## src/rtl/dps_dec_seq_42.sv

```systemverilog
// dps_dec_seq_42 - sequenced DPS/FNS decoder for 42-bit 3C1S codewords.
//
// Decodes one codeword bit per clock. It uses a single accumulator adder and
// an on-the-fly Fibonacci weight generator, so no weight ROM and no
// multipliers are needed. The fixed latency is 42 clocks from accept to
// out_valid.
//
// Ports:
//   clk        rising-edge clock
//   rst_n      synchronous active-low reset
//   in_valid   codein holds a codeword
//   in_ready   block can accept a codeword (IDLE only)
//   codein     42-bit 3C1S codeword, bit 0 has the lowest weight
//   out_valid  dataout holds a decoded result (DONE only)
//   out_ready  downstream accepts the result
//   dataout    decoded binary value, modulo 2^DW
//   busy       decode in progress (RUN)

`ifndef DBLEN42
`define DBLEN42 31
`endif

module dps_dec_seq_42 #(
  parameter int DW = `DBLEN42
) (
  input  logic          clk,
  input  logic          rst_n,
  input  logic          in_valid,
  output logic          in_ready,
  input  logic [41:0]   codein,
  output logic          out_valid,
  input  logic          out_ready,
  output logic [DW-1:0] dataout,
  output logic          busy
);

  typedef enum logic [1:0] {
    IDLE = 2'd0,
    RUN  = 2'd1,
    DONE = 2'd2
  } state_t;

  state_t        state;
  state_t        state_nx;

  logic [41:0]   shreg;
  logic [5:0]    cnt;
  logic [DW:0]   w_cur;
  logic [DW:0]   w_prev;
  logic [DW-1:0] acc;
  logic [DW:0]   w_sel;
  logic [DW-1:0] addend;

  // Bit 40 carries twice FNS41. Only the addend is doubled; the recurrence
  // still runs on w_cur, so bit 41 gets FNS42.
  always_comb begin
    w_sel  = w_cur;
    if (cnt == 6'd40) begin
      w_sel = {w_cur[DW-1:0], 1'b0};
    end
    addend = w_sel[DW-1:0];
  end

  always_ff @(posedge clk) begin
    if (!rst_n) begin
      state <= IDLE;
    end else begin
      state <= state_nx;
    end
  end

  always_comb begin
    state_nx = state;
    case (state)
      IDLE:    if (in_valid)       state_nx = RUN;
      RUN:     if (cnt == 6'd41)   state_nx = DONE;
      DONE:    if (out_ready)      state_nx = IDLE;
      default:                     state_nx = IDLE;
    endcase
  end

  always_ff @(posedge clk) begin
    if (!rst_n) begin
      shreg  <= '0;
      cnt    <= '0;
      w_cur  <= '0;
      w_prev <= '0;
      acc    <= '0;
    end else begin
      case (state)
        IDLE: begin
          if (in_valid) begin
            shreg  <= codein;
            acc    <= '0;
            cnt    <= '0;
            // w_prev = 1 makes the second weight 2, matching FNS02.
            w_cur  <= (DW+1)'(1);
            w_prev <= (DW+1)'(1);
          end
        end
        RUN: begin
          if (shreg[0]) begin
            acc <= acc + addend;
          end
          shreg  <= {1'b0, shreg[41:1]};
          cnt    <= cnt + 6'd1;
          w_prev <= w_cur;
          w_cur  <= w_cur + w_prev;
        end
        default: ;
      endcase
    end
  end

  assign in_ready  = (state == IDLE);
  assign busy      = (state == RUN);
  assign out_valid = (state == DONE);
  assign dataout   = acc;

endmodule

```

## config.mk

```make
export PLATFORM = sky130hd
export DESIGN_NAME = dps_dec_seq_42
export DESIGN_NICKNAME = d
export VERILOG_FILES = /design/src/rtl/dps_dec_seq_42.sv
export SDC_FILE = /design/constraint.sdc
export NUM_CORES = 1
export LEC_CHECK = 0
export CORE_ASPECT_RATIO = 0.9
export CORE_UTILIZATION = 53
export CTS_CLUSTER_DIAMETER = 80
export DETAILED_ROUTE_END_ITERATION = 8
export PLACE_DENSITY = 0.77
export RECOVER_POWER = 100
export SYNTH_ARGS = -nofsm -noshare
export SYNTH_HDL_FRONTEND = slang
export SYNTH_SLANG_ARGS = --single-unit
```

## constraint.sdc

```tcl
create_clock -name clk -period 3.6 [get_ports clk]
set_clock_uncertainty 0.1 [all_clocks]
set_input_delay 0.72 -clock clk [delete_from_list [all_inputs] [get_ports clk]]
set_output_delay 0.72 -clock clk [all_outputs]
set_load 0.01 [all_outputs]
```

==> results.md, run 1 <==
* Die ar. at 17200 um^2
* Uppermost routed layer: met4
* DRC violations left at 0
* Worst-path cell chain: inv_1 -> ha_1 -> nand2_2 -> buf_6 -> mux2_4 -> ha_1 -> a21oi_2 -> o221ai_4 -> o31ai_4 -> o21ai_2 -> o41a_1 -> a221oi_2 -> buf_4 -> xor2_1 -> o21ai_1
* Top-area cell type share of the netlist area at 32.4%
* CP Max Fanout at 6
* Slowest CP cell: o41a_1
* Max Root-Sink Buffers at 2
* Num rows at 44
* Vias at 8187
* Detail Route Antenna Nets at 0
* Min-delay worst type: flip-flop to flip-flop
* Cell Area, Synth at 8830 um^2
* CTS H-tree lvls at 4
* Cell taking the most area after synthesis: dfxtp_1
* Post-synth EDFFs at 0
* DP HPWL at 14.7 mm
* Layout Utilization at 68.1%
* Critical path's top delay family: compound AO/OA/AOI/OAI gates
* Status: completed
* Synth cell types at 66
* Initial antenna violation count at 0
* CP Launch Type: flip-flop
* Minimum clock period after layout at 3550 ps
* VDD IR max at 0.359 mV
* Vias per std cell at 5.82
* GR Util All Layers at 25.7%
* Cells after DPL at 1361
* Final Wtd Congestion at 0.907
* Leak at 4.66 nW
* Async set-reset flop share out of synthesis at 0%
* Ratio of cells with drive above 1 in the final layout at 15.0%
* First-pass GRT wire length at 36.7 mm
* Final Slew Violations at 0
* Nets at 1304
* Required @ worst endpoint at 3790 ps
* Core Area at 16200 um^2
* Drt total wl at 22.0 mm
* GRT overflow at 0
* Clock Latency Late Sink at 420 ps
* Synth Flop Type: dfxtp_1
* Largest net degree at the start of global routing at 49
* Syn_area_per_cell at 8.12 um^2
* Metal1 wirelength at 10.4 mm
* Wire length per cell at 15.7 um
* Number of global-route vias before repair at 7797
* CTS sink cnt at 143
* Final hold violations at 0
* Max-cap violations at 0
* CP Capture Type: flip-flop
* I/O Pins at 80
* Drt initial violations at 561
* Layout Area Growth over Synthesis at 24.8%
* Seq cells post-synth at 143
* Max Fclk at 281 MHz
* Cell area power density at 323 nW/um^2
* DIE WIDTH at 138 um
* Hold buffers post-CTS at 0
* Top area cells in the synthesized netlist: dfxtp_1, ha_1, o21ai_0
* TritonRoute pass-1 iters at 6
* Initial core utilization at 54.6%
* Syn. warnings at 0
* Met3 WL at 1.06 mm
* Crit path DAT at 3750 ps
* Max-slew headroom at 25.7%
* Diode count at 0
* Die Span Y at 124 um
* Clock-pin transition on the worst setup and hold timing paths at 60 ps
* Gate Count Post-Synth at 1088
* CTS tree: built
* CTS buffer count at 17
* Register area share after synthesis at 32.4%
* Most used cell, CP: ha_1
* Critical path class: flip-flop to flip-flop
* Cell Count, Final, Fillers Out at 1407
* Most common cell after layout, fill and taps aside: dfxtp_1
* Synthesized Nets at 1205
* Clock Tree Root: clkbuf_16
* Most frequent cells in the layout: dfxtp_1, o21ai_0, nand2_1
* Largest stage delay, worst path at 370 ps
* Met2 WL at 10.2 mm
* IO Port Bufs at 79
* RSZ-0062 raised after global routing: true
* Slew @ Worst Pin at 1120 ps
* Sum of buffers and inverters on the critical path at 3
* Final period util at 98.7%
* Setup Viol. Count Final at 0
==> per-stage QoR <==
stage               hold slack, ps  setup TNS, ps  worst slack (ps)  power, mW  instance area, um^2
floorplan                      366          -3.21             -3.21       1.86                 8830
global placement               376           -679              -176       1.97                10000
detailed placement             386          -1190              -332       1.97                10000
CTS                            388          -21.5             -21.5       3.59                10900
global route                   431           -330             -96.8       3.70                11000
finish                         384              0              46.9       3.56                11000
==> per-layer routing <==
| layer | track usage (%) | up-vias |
|---|---|---|
| met5 | 0 | - |
| met4 | 9.70 | 0 |
| met3 | 4.58 | 38 |
| met2 | 41.1 | 224 |
| met1 | 34.3 | 3823 |
| li1 | - | 4102 |
==> worst register-to-register path, cell delays in order, from the launching register on <==
cell,delay [ps]
dfxtp_1,320
inv_1,70
ha_1,190
nand2_2,90
buf_6,150
mux2_4,330
ha_1,320
a21oi_2,240
o221ai_4,160
o31ai_4,290
o21ai_2,90
o41a_1,370
a221oi_2,340
buf_4,170
xor2_1,150
o21ai_1,70
==> power by group <==
group          internal (mW)  switching [mW]
clock network          0.915           0.708
registers               1.63          0.0226
logic                  0.118           0.165
total                   2.66           0.896
==> path summary, 6_finish.rpt <==
kind | start | endpoint | slack (ps) | cells past startpoint
setup / recovery | cnt[1] | dataout[25] | 50 | 15
hold / removal | dataout[25] | dataout[25] | 380 | 2
setup reg to reg | cnt[1] | dataout[25] | 50 | 15
hold reg to reg | dataout[25] | dataout[25] | 380 | 2
==> state kept, by name, indices dropped and copies added, names as in the netlist <==
name,count
w_cur,31
state,2
shreg,42
w_prev,31
dataout,31
cnt,6
==> area by class of cell <==
| class | instances | area [um^2] |
|---|---|---|
| Timing Repair Buffer | 140 | 1250 |
| Clock inverter | 13 | 90.1 |
| Inverter | 24 | 90.1 |
| Tap cell | 207 | 259 |
| Fill cell | 1281 | 5170 |
| Clock buffer | 19 | 453 |
| Sequential cell | 143 | 2870 |
| Multi-Input combinational cell | 861 | 6000 |
==> cell families (layout without fill, tap and decap cells) <==
group | count (synthesis) | count (layout) | synth area share (%)
AND/OR/NAND/NOR | 311 | 311 | 17.0
AO/OA/AOI/OAI | 395 | 395 | 27.5
flip-flops | 143 | 143 | 32.4
XOR/XNOR | 53 | 53 | 5.26
buffers and inverters | 84 | 196 | 3.68
multiplexers | 31 | 31 | 3.92
adder cells (fa/ha/maj) | 71 | 71 | 10.2
==> timing repair <==
action,in CTS,in global routing
buffers inserted,8,6
endpoints found under the setup margin,8,13
pin swaps,13,16
gates resized for setup,41,32
==> Yosys cell counts (3+ instances only) <==
cell type  instances
a211oi_1           3
inv_1             23
dfxtp_1          143
nor3_1             9
and4_1             3
or2_2              3
a21oi_1           97
ha_1              69
o21a_1             7
xor2_1            30
o21ai_0          145
nand4_1            6
and3_1             9
and2_1             9
a21boi_0           5
nand2_1          110
a22oi_1           57
o211ai_1           4
o21bai_1           8
nor2b_1           64
nand2b_1           5
mux2_2            29
a21o_1            30
nand3_1           12
clkbuf_1          46
buf_1             11
a31oi_1            8
a32oi_1            3
nor2_1            70
xnor2_1           23
No activity file was read; power rests on OpenSTA's default activity.
==> inputs of run 2 (changes only) <==
--- a/config.mk
+++ b/config.mk
@@ -11,6 +11,7 @@
 export DETAILED_ROUTE_END_ITERATION = 8
 export PLACE_DENSITY = 0.77
 export RECOVER_POWER = 100
+export SLEW_MARGIN = 20
 export SYNTH_ARGS = -nofsm -noshare
 export SYNTH_HDL_FRONTEND = slang
 export SYNTH_SLANG_ARGS = --single-unit
==> results of run 2 <==
No change in the layout: final DEF, timing and power equal those of run 1.
